--- src/rtl/sine_seq_pkg.sv ---
// rtl/sine_seq_pkg.sv - shared widths, FSM states and phase-to-ROM-select helper for the sine voice sequencer
package sine_seq_pkg;

  localparam int ROM_AW = 9;
  localparam int ROM_DW = 16;
  localparam int FRAC_W = 8;
  localparam logic [ROM_DW-1:0] SMP_MAX = 16'd32767;
  // Phase bits that matter for lookup: quadrant, ROM address, interpolation fraction
  localparam int TOP_W = 2 + ROM_AW + FRAC_W;

  typedef enum logic [1:0] {IDLE, FETCH, MUL, OUT} seq_state_e;

  typedef struct packed {
    logic              neg;
    logic [ROM_AW-1:0] a;
    logic [FRAC_W-1:0] f;
  } rom_sel_t;

  // Odd quadrants walk the quarter wave backwards, upper half-cycle is negated.
  function automatic rom_sel_t phase_to_sel(input logic [TOP_W-1:0] top);
    rom_sel_t s;
    s.neg = top[TOP_W-1];
    s.a   = top[TOP_W-3 -: ROM_AW] ^ {ROM_AW{top[TOP_W-2]}};
    s.f   = top[FRAC_W-1:0] ^ {FRAC_W{top[TOP_W-2]}};
    return s;
  endfunction

endpackage

--- src/rtl/sine_interp.sv ---
// rtl/sine_interp.sv - latches ROM pair, then interpolates, caps and signs one sample
module sine_interp
  import sine_seq_pkg::*;
(
  input  logic              clk,
  input  logic              rst_n,
  input  logic              load_i,
  input  logic              calc_i,
  input  logic [ROM_DW-1:0] base_i,
  input  logic [ROM_DW-1:0] diff_i,
  input  logic [FRAC_W-1:0] frac_i,
  input  logic              neg_i,
  output logic [ROM_DW-1:0] smp_o
);

  localparam int PW = ROM_DW + FRAC_W;

  logic [ROM_DW-1:0] base_q, diff_q, smp_q, smp_d, mag;
  logic [FRAC_W-1:0] frac_q;
  logic              neg_q;
  logic [PW-1:0]     prod, sum;

  always_ff @(posedge clk or negedge rst_n) begin
    if (!rst_n) begin
      base_q <= '0;
      diff_q <= '0;
      frac_q <= '0;
      neg_q  <= 1'b0;
      smp_q  <= '0;
    end else begin
      if (load_i) begin
        base_q <= base_i;
        diff_q <= diff_i;
        frac_q <= frac_i;
        neg_q  <= neg_i;
      end
      if (calc_i) smp_q <= smp_d;
    end
  end

  // Sum kept full width so the cap compare sees any carry past 32767
  always_comb begin
    prod  = diff_q * frac_q;
    sum   = PW'(base_q) + (prod >> FRAC_W);
    mag   = (sum > PW'(SMP_MAX)) ? SMP_MAX : sum[ROM_DW-1:0];
    smp_d = neg_q ? (16'd0 - mag) : mag;
  end

  assign smp_o = smp_q;

endmodule

--- src/rtl/sine_voice_sequencer.sv ---
// rtl/sine_voice_sequencer.sv - walks all voices once per sample_tick through one shared sine ROM pair
module sine_voice_sequencer
  import sine_seq_pkg::*;
#(
  parameter int NVOICE  = 8,
  parameter int VID_W   = 3,
  parameter int PHASE_W = 24
) (
  input  logic               clk,
  input  logic               rst_n,
  input  logic               sample_tick,
  input  logic               cfg_we,
  input  logic [VID_W-1:0]   cfg_voice,
  input  logic [PHASE_W-1:0] cfg_inc,
  input  logic               cfg_phase_clr,
  input  logic               ovr_clr,
  output logic [ROM_AW-1:0]  rom_adrs,
  input  logic [ROM_DW-1:0]  rom_base,
  input  logic [ROM_DW-1:0]  rom_diff,
  output logic               smp_valid,
  output logic [VID_W-1:0]   smp_voice,
  output logic [ROM_DW-1:0]  smp_data,
  output logic               busy,
  output logic               overrun
);

  seq_state_e         state_q, state_d;
  logic [VID_W-1:0]   vid_q, vid_d;
  rom_sel_t           sel_q, sel_d;
  logic               ovr_q, ovr_d;
  logic [PHASE_W-1:0] ph_q  [NVOICE];
  logic [PHASE_W-1:0] inc_q [NVOICE];
  logic               last_voice, fetch_start, load_en, calc_en;

  assign last_voice = (vid_q == VID_W'(NVOICE - 1));

  always_ff @(posedge clk or negedge rst_n) begin
    if (!rst_n) begin
      state_q <= IDLE;
      vid_q   <= '0;
      sel_q   <= '0;
      ovr_q   <= 1'b0;
    end else begin
      state_q <= state_d;
      vid_q   <= vid_d;
      sel_q   <= sel_d;
      ovr_q   <= ovr_d;
    end
  end

  always_comb begin
    state_d = state_q;
    vid_d   = vid_q;
    case (state_q)
      IDLE: begin
        if (sample_tick) begin
          state_d = FETCH;
          vid_d   = '0;
        end
      end
      FETCH: state_d = MUL;
      MUL:   state_d = OUT;
      OUT: begin
        if (last_voice) begin
          state_d = IDLE;
        end else begin
          state_d = FETCH;
          vid_d   = vid_q + VID_W'(1);
        end
      end
      default: state_d = IDLE;
    endcase
  end

  always_comb begin
    fetch_start = 1'b0;
    load_en     = 1'b0;
    calc_en     = 1'b0;
    smp_valid   = 1'b0;
    busy        = 1'b1;
    case (state_q)
      IDLE: begin
        busy        = 1'b0;
        fetch_start = sample_tick;
      end
      FETCH: load_en = 1'b1;
      MUL:   calc_en = 1'b1;
      OUT: begin
        smp_valid   = 1'b1;
        fetch_start = !last_voice;
      end
      default: busy = 1'b0;
    endcase
    // Address is registered one cycle ahead so ROM data is ready during FETCH
    sel_d = fetch_start ? phase_to_sel(ph_q[vid_d][PHASE_W-1 -: TOP_W]) : sel_q;
    ovr_d = (sample_tick && state_q != IDLE) ? 1'b1 : (ovr_clr ? 1'b0 : ovr_q);
  end

  // Later assignment wins: a phase clear overrides the same voice's advance
  always_ff @(posedge clk or negedge rst_n) begin
    if (!rst_n) begin
      for (int v = 0; v < NVOICE; v++) begin
        ph_q[v]  <= '0;
        inc_q[v] <= '0;
      end
    end else begin
      if (smp_valid) ph_q[vid_q] <= ph_q[vid_q] + inc_q[vid_q];
      if (cfg_phase_clr) ph_q[cfg_voice] <= '0;
      if (cfg_we) inc_q[cfg_voice] <= cfg_inc;
    end
  end

  sine_interp u_interp (
    .clk    (clk),
    .rst_n  (rst_n),
    .load_i (load_en),
    .calc_i (calc_en),
    .base_i (rom_base),
    .diff_i (rom_diff),
    .frac_i (sel_q.f),
    .neg_i  (sel_q.neg),
    .smp_o  (smp_data)
  );

  assign rom_adrs  = sel_q.a;
  assign smp_voice = vid_q;
  assign overrun   = ovr_q;

endmodule

--- config.mk ---
export PLATFORM = sky130hd
export DESIGN_NAME = sine_voice_sequencer
export DESIGN_NICKNAME = d
export VERILOG_FILES = /design/src/rtl/sine_seq_pkg.sv /design/src/rtl/sine_interp.sv /design/src/rtl/sine_voice_sequencer.sv
export SDC_FILE = /design/constraint.sdc
export NUM_CORES = 1
export LEC_CHECK = 0
export BUFFER_PORTS_ARGS = -buffer_cell sky130_fd_sc_hd__buf_2
export CORE_ASPECT_RATIO = 1.1
export CORE_MARGIN = 2
export CORE_UTILIZATION = 55
export CTS_CLUSTER_SIZE = 30
export DETAILED_ROUTE_END_ITERATION = 10
export PLACE_DENSITY_LB_ADDON = 0.15
export SLEW_MARGIN = 20
export SYNTH_ARGS = -nofsm -noshare
export SYNTH_HDL_FRONTEND = slang
export SYNTH_SLANG_ARGS = --single-unit
export TNS_END_PERCENT = 30
--- constraint.sdc ---
create_clock -name clk -period 7.6 [get_ports clk]
set_input_delay 1.52 -clock clk [delete_from_list [all_inputs] [get_ports clk]]
set_output_delay 1.52 -clock clk [all_outputs]
set_load 0.05 [all_outputs]
# Yosys cells after proc, flatten, opt, wreduce, memory -nomap -nowiden
# Cells that the tools add are included.
totals:
  reg_bits: 465
  input_bits: 65
  output_inout_bits: 31
  word_cells: 89
classes:
  add_sub_neg: 4
  n_mul: 1
  n_lt_le_gt_ge: 6
  n_eq_ne: 5
  mux: 32
  bitwise: 7
  n_reduce_logical: 7
ops:
  columns: ["cell", "n"]
  rows:
  - ["$bwmux W192", 2]
  - ["$mux W192", 2]
  - ["$bmux W24 S3", 3]
  - ["$and A192 B192 Y192", 1]
  - ["$mux W24", 8]
  - ["$not A192 Y192", 1]
  - ["$demux W24 S3", 2]
  - ["$mux W16", 2]
  - ["$add A24 B24 Y24", 1]
  - ["$gt A24 B15 Y1 const B", 1]
  - ["$mul A16 B8 Y24", 1]
  - ["$add A16 B16 Y17", 1]
  - ["$sub A1 B16 Y16 const A", 1]
  - ["$ge A4 B4 Y1 const B", 3]
  - ["$not A3 Y4", 3]
  - ["$xor A9 B9 Y9", 1]
  - ["$lt A4 B1 Y1 const B", 2]
  - ["$pmux W2 S4", 1]
  - ["$xor A8 B8 Y8", 1]
  - ["$mux W1", 7]
  - ["$mux W3", 2]
  - ["$pmux W3 S2", 1]
  - ["$eq A2 B2 Y1 const B", 2]
  - ["$reduce_bool A2 Y1", 2]
  - ["other kinds (9)", 11]

# Depth between registers and ports, before layout
# Gate-level depths: netlist of run 1.
depth:
  depth_word: 9
  mapped_depth: 37
  ltp_nobuf: 35

# By module
# A second synthesis of run 1 with hierarchy kept.
hier_totals:
  hier_cells: 2732
  area_unflattened_um2: 28537.4
by_module_without_submodules:
  columns: ["mod", "instances", "cells_each", "area_each_um2", "seq_area_each_um2"]
  rows:
  - ["sine_voice_sequencer", 1, 1966, 21390.5, 10209.8]
  - ["sine_interp", 1, 766, 7146.9, 1426.4]

# Worst setup path after synthesis of run 1
# OpenSTA, ideal clock, no wires.
synth_path:
  path_type: "register to register"
  startpoint: "register u_interp.frac_q[3]"
  endpoint: "register u_interp.smp_q[12] (netlist: u_interp.smp_o[12])"
  setup_time_ns: 0.125
  arrival_time_ns: 8.064
  required_time_ns: 7.475
  setup_slack_ns: -0.589
  path_stages_with_launch: 34
  path_buffers: 2
  synth_period_minus_slack_ns: 8.189
  path_cell_list: "dfrtp_1 > clkbuf_1 > and2_1 > fa_1 > inv_1 > fa_1 > fa_1 > fa_1 > inv_1 > ha_1 > and3_1 > a211oi_1 > o21bai_1 > and2_1 > o21a_1 > o21ai_0 > a221oi_1 > ha_1 > and2_4 > or2_4 > o311a_4 > o31ai_4 > a31oi_1 > or4b_1 > mux2_4 > buf_6 > nor2_1 > ha_1 > and3_1 > and3_1 > and3_1 > a41oi_1 > xnor2_1 > mux2_2"
synth_between:
  elab_chain_len: 6
synth_rtl:
  columns: ["element", "line_no", "rtl"]
  rows:
  - ["start, declared", "sine_interp.sv:19", "logic [FRAC_W-1:0] frac_q;"]
  - ["start signal, assigned", "sine_interp.sv:34", "frac_q <= frac_i;"]
  - ["$mul A16 B8 Y24 *", "sine_interp.sv:43", "prod = diff_q * frac_q;"]
  - ["$add A16 B16 Y17 *", "sine_interp.sv:44", "sum = PW'(base_q) + (prod >> FRAC_W);"]
  - ["$gt A24 B15 Y1", "sine_interp.sv:45", "mag = (sum > PW'(SMP_MAX)) ? SMP_MAX : sum[ROM_DW-1:0];"]
  - ["$mux W16 *", "sine_interp.sv:45", null]
  - ["$sub A1 B16 Y16", "sine_interp.sv:46", "smp_d = neg_q ? (16'd0 - mag) : mag;"]
  - ["$mux W16 *", "sine_interp.sv:46", null]
  - ["end signal, assigned", "sine_interp.sv:37", "if (calc_i) smp_q <= smp_d;"]
  - ["end, declared", "sine_interp.sv:18", "logic [ROM_DW-1:0] base_q, diff_q, smp_q, smp_d, mag;"]
# Mark *: on every way between the ends. The rest lies on a longest branch, timed or not.
# A chain may end at the register's enable or synchronous reset.

# Worst setup path after layout of run 1
layout_path:
  startpoint: "register u_interp.frac_q[2]"
  endpoint: "register u_interp.smp_q[14] (netlist: u_interp.smp_o[14])"
# The elaborated chain is that of the path after synthesis.

==> impl_metrics.xml, run 1 <==
<?xml version="1.0" encoding="UTF-8"?>
<metrics>
  <group name="synthesis">
    <metric name="synth_warnings" unit="">0</metric>
    <metric name="postSynthNetCount" unit="">2686</metric>
    <metric name="async_flop_share" unit="">1.00</metric>
    <metric name="post_synth_instance_area" unit="sq mm">0.0278</metric>
    <metric name="seq_area_frac_synth" unit="">0.419</metric>
    <metric name="avgSynthCellArea" unit="sq um">11.3</metric>
    <metric name="synth_seq_cells" unit="">465</metric>
    <metric name="syn-instance-count" unit="">2450</metric>
    <metric name="number_of_flops_mapped_to_enable_cells_by_yosys" unit="">0</metric>
    <metric name="synth_ff_type" unit="">dfrtp_1</metric>
    <metric name="synthDistinctLibCells" unit="">69</metric>
  </group>
  <group name="drt">
    <metric name="drt_drc_violations_left" unit="">0</metric>
    <metric name="post_drt_via_cell_ratio" unit="">6.07</metric>
    <metric name="final_wirelength" unit="um">73300</metric>
    <metric name="detail_route.wl_per_cell" unit="um">22.3</metric>
    <metric name="drt_pass_1_iters" unit="">5</metric>
    <metric name="routed-via-count" unit="">19900</metric>
    <metric name="route.antenna.remaining_nets" unit="">0</metric>
    <metric name="first_iter_violations" unit="">1446</metric>
  </group>
  <group name="sta">
    <metric name="maxSlewHeadroom" unit="">0.257</metric>
    <metric name="max_freq" unit="MHz">128</metric>
    <metric name="setup_tns" unit="ns">-0.658</metric>
    <metric name="maxSlewViolCount" unit="">0</metric>
    <metric name="period_needed" unit="ns">7.79</metric>
    <metric name="postLayoutSetupSlackWorst" unit="ns">-0.190</metric>
    <metric name="setup_violating_endpoint_count_in_the_final_report" unit="">5</metric>
    <metric name="tightest_slew" unit="ns">1.11</metric>
    <metric name="clock-skew-final" unit="ns">0.0304</metric>
    <metric name="fin_crit_sh" unit="">1.02</metric>
    <metric name="final_hold_viol_count" unit="">0</metric>
    <metric name="rsz_0062_raised_after_global_routing" unit="">true</metric>
  </group>
  <group name="cells_and_area">
    <metric name="nNetsFinal" unit="">2812</metric>
    <metric name="area_delta_synth_final" unit="%">13.7</metric>
    <metric name="final_core_util" unit="">0.632</metric>
    <metric name="fillers" unit="">3906</metric>
    <metric name="mostFrequentLayoutCell" unit="">dfrtp_1</metric>
    <metric name="layout-drive-gt1-share" unit="">0.304</metric>
    <metric name="final_cell_mix" unit="">dfrtp_1 (461), nand2_1 (361), mux2_2 (285)</metric>
    <metric name="instances_no_fill" unit="">3278</metric>
  </group>
  <group name="setup_path">
    <metric name="critPathCaptureType" unit="">flip-flop</metric>
    <metric name="worst_path_max_delay_cell" unit="">or4_1</metric>
    <metric name="critical_path_arrival" unit="ns">8.28</metric>
    <metric name="worstPathRequired" unit="ns">8.09</metric>
    <metric name="critical_path.startpoint_type" unit="">flip-flop</metric>
    <metric name="timing_worst_setup_path_type" unit="">flip-flop to flip-flop</metric>
    <metric name="crit_path_max_incr_delay" unit="ns">0.57</metric>
    <metric name="worstPathMaxFanout" unit="">5</metric>
  </group>
  <group name="clocking">
    <metric name="htree_num_levels" unit="">2</metric>
    <metric name="cts.root.buffer_cell" unit="">clkbuf_16</metric>
    <metric name="clock_path_buffers" unit="">3</metric>
    <metric name="clk_latency" unit="ns">0.62</metric>
    <metric name="path_clk_slew" unit="ns">0.06</metric>
    <metric name="cts_hold_buffers" unit="">0</metric>
    <metric name="cts_tree" unit="">done</metric>
    <metric name="clock_sink_count" unit="">465</metric>
    <metric name="cts_buffers" unit="">49</metric>
  </group>
  <group name="global_route">
    <metric name="grt_first_pass_wirelength" unit="um">116000</metric>
    <metric name="maximum_number_of_pins_on_one_net_before_global_route_repair" unit="">165</metric>
    <metric name="grt_antenna_before_repair" unit="">1</metric>
    <metric name="first_global_vias" unit="">21100</metric>
    <metric name="overflow" unit="">0</metric>
    <metric name="globalRouteTotalUtil" unit="">0.288</metric>
  </group>
  <group name="floorplan">
    <metric name="fp.coreArea" unit="sq mm">0.0500</metric>
    <metric name="start_util" unit="">0.555</metric>
    <metric name="number_of_i_o_pins" unit="">96</metric>
    <metric name="rows" unit="">86</metric>
    <metric name="die-width" unit="um">218</metric>
    <metric name="vert_die_dim" unit="um">240</metric>
    <metric name="fp.dieArea" unit="sq mm">0.0523</metric>
  </group>
  <group name="place">
    <metric name="placed_cells" unit="">3176</metric>
    <metric name="finalWeightedCongestion" unit="">0.873</metric>
    <metric name="dp.final_hpwl" unit="um">48100</metric>
    <metric name="io_buffers" unit="">95</metric>
  </group>
  <group name="outcome">
    <metric name="violations_in_the_final_reports" unit="">negative setup slack</metric>
    <metric name="outcome" unit="">finished with violations</metric>
  </group>
  <group name="job">
    <metric name="drv_cap" unit="">0</metric>
  </group>
  <group name="hold_path">
    <metric name="hp-class" unit="">flip-flop to flip-flop</metric>
  </group>
</metrics>
-- Yosys cell counts (all sizes together), types with 8 or more instances --
master	number	area [sq um]
buf	34	176
nor2b	9	56.3
inv	116	435
fa	85	1700
a21o	16	120
a211oi	27	203
nand2b	15	93.8
a21oi	204	1020
mux2	288	3250
and2	90	566
xor2	13	114
ha	86	1080
nand2	362	1360
clkbuf	111	419
nor2	119	447
nand3	20	100
mux4	132	2970
a31oi	8	50.1
o21ai	33	165
and3	13	81.3
o21a	12	90.1
nor3	15	75.1
a22o	27	236
dfrtp	465	11600
mux2i	28	280
xnor2	51	447
-- timing repair --
| action | in CTS | in global routing |
|---|---|---|
| pin swaps | 6 | 4 |
| gates resized for setup | 17 | 15 |
| buffers inserted | 7 | 1 |
| endpoints found under the setup margin | 7 | 8 |
-- sequential cells by signal, summed over array words and instances (netlist names) --
signal           count
inc_q              192
ph_q               192
u_interp.base_q     16
u_interp.diff_q     16
u_interp.smp_o      16
rom_adrs             9
sel_q                9
u_interp.frac_q      8
smp_voice            3
state_q              2
overrun              1
u_interp.neg_q       1
-- path summary, 6_finish.rpt --
path	from	to	slack (ns)	cells past startpoint
setup / recovery	u_interp.frac_q[2]	u_interp.smp_o[14]	-0.19	33
min in group asynchronous	rst_n	u_interp.smp_o[3]	0.93	1
hold / removal	u_interp.smp_o[9]	u_interp.smp_o[9]	0.49	1
hold reg to reg	u_interp.smp_o[9]	u_interp.smp_o[9]	0.49	1
setup reg to reg	u_interp.frac_q[2]	u_interp.smp_o[14]	-0.19	33
max in group asynchronous	rst_n	ph_q[70]	5.21	2
-- cell families after synthesis --
kind of cell    after synthesis  share of synthesized area
buf+inv                     261                     0.0371
simple gates                670                      0.108
flops                       465                      0.419
xor+xnor                     64                     0.0202
fa+ha+maj                   171                     0.0999
mux                         448                      0.234
compound gates              371                     0.0827
-- layout make-up --
class | count | area (sq um) | share of cell area
multi-input combinational | 1724 | 15500 | 0.490
timing repair buffer | 220 | 1480 | 0.0469
antenna | 1 | 2.50 | 0.0000792
clock inverter | 15 | 206 | 0.00653
inverter | 116 | 435 | 0.0138
clock buffer | 77 | 1530 | 0.0485
tap | 660 | 826 | 0.0261
sequential | 465 | 11600 | 0.369
-- routing by layer --
layer | track usage | up-vias | share of wire
met4 | 0.121 | 2 | 0.042
met2 | 0.499 | 696 | 0.51
met3 | 0.0541 | 196 | 0.068
met5 | 0 | - | 0.00015
li1 | - | 8822 | -
met1 | 0.353 | 10200 | 0.38
-- worst max-delay path, delay by kind of cell (launching register included) --
kind / cells / cell delay, ns
adder cells (fa/ha/maj): 7 / 2.80
AND/OR/NAND/NOR: 14 / 2.77
AO/OA/AOI/OAI: 6 / 0.72
multiplexers: 2 / 0.51
flip-flops: 1 / 0.41
buffers and inverters: 3 / 0.26
XOR/XNOR: 1 / 0.18
-- per-stage QoR --
stage	hold slack (ns)	instance area, sq um	setup WS (ns)
after floorplan	0.454	27900	-0.268
after global placement	0.459	29600	-0.325
after detailed placement	0.476	29600	-0.492
after CTS	0.489	31500	-0.145
after global routing	0.509	31600	-0.580
final	0.489	31600	-0.190
Power of run 1 is not shown: default switching activity piles up to over one toggle a cycle in this logic, so the estimate is an artifact.
==> inputs of run 2 (changes only) <==
GPL_TIMING_DRIVEN = 0   (was not set)
==> run 2 against run 1 <==
The run still ends with negative setup slack left; die area unchanged; worst hold slack better by 0.0037 ns; final area rose by 0.30%; non-clock buffer count grew 59; sequential share of layout area decreased by 0.10 points; clock skew shrank 0.0070 ns; global-route usage up 0.98 points; first-iteration DRC count grew 16%; count of clock-buffer cells in the layout is 5 lower; wire length is 3.6% higher; critical path depth up 1; setup slack worse by 0.39 ns; critical endpoint is now u_interp.smp_o[12]; highest routed layer is now met4.
==> impl_metrics.xml, run 2 (synthesized netlist as in run 1, its figures left out) <==
<?xml version="1.0" encoding="UTF-8"?>
<metrics>
  <group name="setup_path">
    <metric name="critical_path_arrival" unit="ns">8.66</metric>
    <metric name="worst_path_max_delay_cell" unit="">fa_1</metric>
    <metric name="ff2ff_setup_slack" unit="ns">-0.58</metric>
    <metric name="rr_worst_depth" unit="">34</metric>
    <metric name="regToRegStartpoint" unit="">u_interp.frac_q[2]</metric>
    <metric name="reg2reg_to" unit="">u_interp.smp_o[12]</metric>
    <metric name="crit_path_max_incr_delay" unit="ns">0.52</metric>
    <metric name="worstPathRequired" unit="ns">8.08</metric>
    <metric name="critical_path.startpoint_type" unit="">flip-flop</metric>
    <metric name="critPathCaptureType" unit="">flip-flop</metric>
    <metric name="worstPathMaxFanout" unit="">6</metric>
    <metric name="timing_worst_setup_path_type" unit="">flip-flop to flip-flop</metric>
  </group>
  <group name="place">
    <metric name="dp.final_hpwl" unit="um">54800</metric>
    <metric name="finalWeightedCongestion" unit="">0.908</metric>
    <metric name="io_buffers" unit="">93</metric>
  </group>
  <group name="clocking">
    <metric name="cts.root.buffer_cell" unit="">clkbuf_16</metric>
    <metric name="cts_tree" unit="">done</metric>
    <metric name="cts_hold_buffers" unit="">0</metric>
    <metric name="clk_latency" unit="ns">0.62</metric>
    <metric name="clock_path_buffers" unit="">3</metric>
    <metric name="cts_buffers" unit="">51</metric>
    <metric name="clock_sink_count" unit="">465</metric>
    <metric name="htree_num_levels" unit="">2</metric>
    <metric name="path_clk_slew" unit="ns">0.07</metric>
  </group>
  <group name="global_route">
    <metric name="overflow" unit="">0</metric>
    <metric name="maximum_number_of_pins_on_one_net_before_global_route_repair" unit="">105</metric>
    <metric name="first_global_vias" unit="">21200</metric>
    <metric name="grt_antenna_before_repair" unit="">0</metric>
    <metric name="globalRouteTotalUtil" unit="">0.298</metric>
    <metric name="grt_first_pass_wirelength" unit="um">119000</metric>
  </group>
  <group name="cells_and_area">
    <metric name="final_cell_mix" unit="">dfrtp_1 (455), nand2_1 (361), mux2_2 (286)</metric>
    <metric name="layout-drive-gt1-share" unit="">0.274</metric>
    <metric name="area_delta_synth_final" unit="%">14.0</metric>
    <metric name="reg_top3" unit="">inc_q: 192 flops, ph_q: 192 flops</metric>
    <metric name="mostFrequentLayoutCell" unit="">dfrtp_1</metric>
    <metric name="final_core_util" unit="">0.633</metric>
    <metric name="nNetsFinal" unit="">2873</metric>
    <metric name="antenna-diode-count" unit="">0</metric>
  </group>
  <group name="hold_path">
    <metric name="min_delay_path_depth" unit="">1</metric>
    <metric name="min-delay-start" unit="">u_interp.smp_o[9]</metric>
    <metric name="min_to" unit="">u_interp.smp_o[9]</metric>
    <metric name="hp-class" unit="">flip-flop to flip-flop</metric>
  </group>
  <group name="sta">
    <metric name="setup_violating_endpoint_count_in_the_final_report" unit="">6</metric>
    <metric name="fin_crit_sh" unit="">1.08</metric>
    <metric name="final_hold_viol_count" unit="">0</metric>
    <metric name="maxSlewViolCount" unit="">0</metric>
    <metric name="max_freq" unit="MHz">122</metric>
    <metric name="period_needed" unit="ns">8.18</metric>
    <metric name="maxSlewHeadroom" unit="">0.216</metric>
    <metric name="postLayoutSetupSlackWorst" unit="ns">-0.579</metric>
    <metric name="tightest_slew" unit="ns">1.17</metric>
    <metric name="clock-skew-final" unit="ns">0.0233</metric>
    <metric name="rsz_0062_raised_after_global_routing" unit="">true</metric>
  </group>
  <group name="drt">
    <metric name="route.antenna.remaining_nets" unit="">0</metric>
    <metric name="final_wirelength" unit="um">75900</metric>
    <metric name="drt_pass_1_iters" unit="">8</metric>
    <metric name="detail_route.wl_per_cell" unit="um">22.7</metric>
    <metric name="post_drt_via_cell_ratio" unit="">6.09</metric>
    <metric name="first_iter_violations" unit="">1683</metric>
    <metric name="routed-via-count" unit="">20400</metric>
    <metric name="drt_drc_violations_left" unit="">0</metric>
  </group>
  <group name="outcome">
    <metric name="outcome" unit="">finished with violations</metric>
    <metric name="violations_in_the_final_reports" unit="">negative setup slack</metric>
  </group>
  <group name="job">
    <metric name="drv_cap" unit="">0</metric>
  </group>
  <group name="floorplan">
    <metric name="vert_die_dim" unit="um">240</metric>
    <metric name="number_of_i_o_pins" unit="">96</metric>
    <metric name="die-width" unit="um">218</metric>
    <metric name="start_util" unit="">0.555</metric>
    <metric name="fp.dieArea" unit="sq mm">0.0523</metric>
    <metric name="rows" unit="">86</metric>
    <metric name="fp.coreArea" unit="sq mm">0.0500</metric>
  </group>
</metrics>
==> run 2: cell count changes in the layout (fill, tap and decap cells not counted), sizes merged <==
cell / previous run / this run
clkinvlp: 1 / 2
diode: 1 / 0
clkbuf: 77 / 180
buf: 220 / 171
bufinv: 3 / 6
inv: 117 / 119
clkinv: 10 / 13
==> run 2: critical path, delay by kind of cell (launching register included) <==
family                   cells  cell delay [ns]
adder cells (fa/ha/maj)      7             2.63
AND/OR/NAND/NOR             10             2.12
AO/OA/AOI/OAI                9             1.65
multiplexers                 2             0.58
buffers and inverters        5             0.47
flip-flops                   1             0.45
XOR/XNOR                     1             0.17
==> run 2: through the flow <==
step / TNS, ns / hold slack (ns) / std cells / setup slack, ns / cell area (sq um)
floorplan: -0.938 / 0.454 / 2450 / -0.268 / 27900
global placement: -1939.85 / 0.472 / 3203 / -4.23 / 29100
detailed placement: -12.52 / 0.479 / 3209 / -1.53 / 29300
CTS: -3.37 / 0.494 / 3331 / -0.738 / 31500
global route: -4.01 / 0.507 / 3340 / -0.794 / 31700
finish: -2.45 / 0.493 / 3340 / -0.579 / 31700
==> run 2: cell type report <==
type	count	area (sq um)
fill	3997	18300
multi-input combinational	1724	15400
sequential	465	11600
clock buffer	72	1490
timing repair buffer	134	902
tap	660	826
buffer	145	661
inverter	116	435
clock inverter	24	333
==> run 2: how the worst max path moves through the flow <==
stage                       startpoint                  to  slack (ns)  cells past startpoint
CTS                 u_interp.frac_q[4]  u_interp.smp_o[14]       -0.74                     34
global route        u_interp.frac_q[2]  u_interp.smp_o[12]       -0.79                     36
global placement                 rst_n          inc_q[187]       -4.23                      1
finish              u_interp.frac_q[2]  u_interp.smp_o[12]       -0.58                     34
detailed placement  u_interp.frac_q[2]  u_interp.smp_o[14]       -1.53                     32
floorplan           u_interp.frac_q[3]  u_interp.smp_o[12]       -0.27                     33
==> run 2: what timing repair did <==
item	CTS	global route
cloned	0	0
setup buffers	26	9
setup endpoints to repair	16	15
gates resized for setup	56	25
pin swaps	28	13
==> run 2: routing by layer <==
| metal | up-vias | wire, um | global-route usage |
|---|---|---|---|
| met1 | 10400 | 29200 | 0.366 |
| met4 | 0 | 2810 | 0.110 |
| met3 | 194 | 4870 | 0.0527 |
| met2 | 782 | 39000 | 0.525 |
| li1 | 8996 | - | - |
| met5 | - | 0 | 0 |
Power of run 2 is left out for the same reason.
==> inputs of run 3 (changes only) <==
REMOVE_ABC_BUFFERS = 1   (was not set)
==> run 3 against run 2 <==
The run still ends with negative setup slack left; non-clock buffer count fell by 85; sequential share of layout area fell by 0.44 points; critical path depth fell by 3; setup slack improved by 0.085 ns; largest cell class unchanged; wire length fell by 3.8%.
==> impl_metrics.xml, run 3 (synthesized netlist as in run 1, its figures left out) <==
<?xml version="1.0" encoding="UTF-8"?>
<metrics>
  <group name="outcome">
    <metric name="outcome" unit="">finished with violations</metric>
    <metric name="violations_in_the_final_reports" unit="">negative setup slack</metric>
  </group>
  <group name="floorplan">
    <metric name="vert_die_dim" unit="um">240</metric>
    <metric name="start_util" unit="">0.555</metric>
    <metric name="fp.coreArea" unit="sq mm">0.0500</metric>
    <metric name="rows" unit="">86</metric>
    <metric name="fp.dieArea" unit="sq mm">0.0523</metric>
    <metric name="die-width" unit="um">218</metric>
    <metric name="number_of_i_o_pins" unit="">96</metric>
  </group>
  <group name="clocking">
    <metric name="clock_sink_count" unit="">465</metric>
    <metric name="htree_num_levels" unit="">2</metric>
    <metric name="cts_buffers" unit="">51</metric>
    <metric name="clock_path_buffers" unit="">3</metric>
    <metric name="cts_tree" unit="">done</metric>
    <metric name="cts.root.buffer_cell" unit="">clkbuf_16</metric>
    <metric name="path_clk_slew" unit="ns">0.06</metric>
    <metric name="clk_latency" unit="ns">0.61</metric>
  </group>
  <group name="hold_path">
    <metric name="min-delay-start" unit="">sel_q[17]</metric>
    <metric name="min_to" unit="">u_interp.neg_q</metric>
    <metric name="min_delay_path_depth" unit="">2</metric>
    <metric name="hp-class" unit="">flip-flop to flip-flop</metric>
  </group>
  <group name="sta">
    <metric name="setup_violating_endpoint_count_in_the_final_report" unit="">6</metric>
    <metric name="fin_worst_hold_slack" unit="ns">0.488</metric>
    <metric name="max_freq" unit="MHz">124</metric>
    <metric name="period_needed" unit="ns">8.09</metric>
    <metric name="clock-skew-final" unit="ns">0.0202</metric>
    <metric name="rsz_0062_raised_after_global_routing" unit="">true</metric>
    <metric name="fin_crit_sh" unit="">1.07</metric>
    <metric name="maxSlewViolCount" unit="">0</metric>
    <metric name="tightest_slew" unit="ns">1.19</metric>
    <metric name="final_hold_viol_count" unit="">0</metric>
    <metric name="maxSlewHeadroom" unit="">0.205</metric>
    <metric name="postLayoutSetupSlackWorst" unit="ns">-0.495</metric>
  </group>
  <group name="place">
    <metric name="io_buffers" unit="">95</metric>
    <metric name="dp.final_hpwl" unit="um">50500</metric>
    <metric name="finalWeightedCongestion" unit="">0.856</metric>
  </group>
  <group name="drt">
    <metric name="detail_route.wl_per_cell" unit="um">22.4</metric>
    <metric name="drt_drc_violations_left" unit="">0</metric>
    <metric name="routed-via-count" unit="">19900</metric>
    <metric name="final_wirelength" unit="um">73000</metric>
    <metric name="drt_pass_1_iters" unit="">6</metric>
    <metric name="post_drt_via_cell_ratio" unit="">6.11</metric>
    <metric name="first_iter_violations" unit="">1286</metric>
    <metric name="route.antenna.remaining_nets" unit="">0</metric>
  </group>
  <group name="setup_path">
    <metric name="critical_path.startpoint_type" unit="">flip-flop</metric>
    <metric name="worstPathRequired" unit="ns">8.08</metric>
    <metric name="crit_path_max_incr_delay" unit="ns">0.55</metric>
    <metric name="ff2ff_setup_slack" unit="ns">-0.49</metric>
    <metric name="regToRegStartpoint" unit="">u_interp.frac_q[3]</metric>
    <metric name="worstPathMaxFanout" unit="">7</metric>
    <metric name="reg2reg_to" unit="">u_interp.smp_o[12]</metric>
    <metric name="path_buf_inv" unit="">2</metric>
    <metric name="timing_worst_setup_path_type" unit="">flip-flop to flip-flop</metric>
    <metric name="rr_worst_depth" unit="">31</metric>
    <metric name="critPathCaptureType" unit="">flip-flop</metric>
    <metric name="crit_family" unit="">adder cells</metric>
    <metric name="critical_path_arrival" unit="ns">8.58</metric>
    <metric name="worst_path_max_delay_cell" unit="">fa_1</metric>
  </group>
  <group name="global_route">
    <metric name="first_global_vias" unit="">21000</metric>
    <metric name="maximum_number_of_pins_on_one_net_before_global_route_repair" unit="">108</metric>
    <metric name="grt_first_pass_wirelength" unit="um">116000</metric>
    <metric name="grt_antenna_before_repair" unit="">2</metric>
    <metric name="globalRouteTotalUtil" unit="">0.287</metric>
    <metric name="overflow" unit="">0</metric>
  </group>
  <group name="cells_and_area">
    <metric name="fillers" unit="">3859</metric>
    <metric name="area_delta_synth_final" unit="%">15.6</metric>
    <metric name="nNetsFinal" unit="">2788</metric>
    <metric name="mostFrequentLayoutCell" unit="">dfrtp_1</metric>
    <metric name="final_cell_mix" unit="">dfrtp_1 (451), nand2_1 (361), mux2_2 (287)</metric>
    <metric name="antenna-diode-count" unit="">0</metric>
    <metric name="reg_top3" unit="">inc_q: 192 flops, ph_q: 192 flops</metric>
    <metric name="layout-drive-gt1-share" unit="">0.306</metric>
  </group>
  <group name="job">
    <metric name="drv_cap" unit="">0</metric>
  </group>
</metrics>
[run 3: cell count changes in the layout (fill, tap and decap cells not counted), sizes merged]
cell	previous run	this run
clkinv	13	15
buf	171	194
bufinv	6	9
clkbuf	180	68
inv	119	118
[run 3: routing by layer]
layer,vias to the layer above,GRT usage,wire (um)
li1,8811,-,-
met1,10200,0.343,27800
met2,684,0.505,37300
met3,235,0.0480,4350
met4,4,0.133,3460
met5,-,0,27
[run 3: worst min-delay path: stages (launching register included)]
cell	delay, ns
dfrtp_1	0.34
nand2_1	0.05
o21ai_0	0.06
[run 3: layout make-up]
class                           instances  area, sq um  share of cell area
Inverter                              116          435              0.0136
Clock inverter                         28          397              0.0123
Clock buffer                           68         1430              0.0446
Tap cell                              660          826              0.0257
Timing Repair Buffer                  194         1820              0.0566
Multi-Input combinational cell       1724        15500               0.484
Sequential cell                       465        11700               0.363
[run 3: repair_timing]
item                                    CTS  global route
hold buffers                              0             0
endpoints found under the setup margin   16            15
pin swaps                                18            15
buffers inserted                         28             7
gates resized for setup                  40            23
[run 3: how the worst max path moves through the flow]
stage / from / endpoint / slack, ns / depth (start not counted)
floorplan: smp_voice[0] / rom_adrs[0] / -1.27 / 7
global placement: smp_voice[0] / rom_adrs[7] / -4.82 / 7
detailed placement: u_interp.frac_q[2] / u_interp.smp_o[12] / -1.61 / 31
CTS: u_interp.frac_q[3] / u_interp.smp_o[12] / -0.55 / 31
global route: u_interp.frac_q[3] / u_interp.smp_o[12] / -0.73 / 31
finish: u_interp.frac_q[3] / u_interp.smp_o[12] / -0.49 / 31
[run 3: through the flow]
stage / setup WS (ns) / cells / utilization / area, sq um / TNS (ns)
after floorplan: -1.27 / 2305 / - / 27200 / -27.38
after global placement: -4.82 / 3060 / 0.570 / 28500 / -2349.59
after detailed placement: -1.61 / 3124 / 0.595 / 29800 / -13.37
after CTS: -0.546 / 3248 / 0.639 / 32000 / -2.49
after global routing: -0.732 / 3255 / 0.642 / 32100 / -3.76
final: -0.495 / 3255 / 0.642 / 32100 / -2.33
Power of run 3 is left out for the same reason.
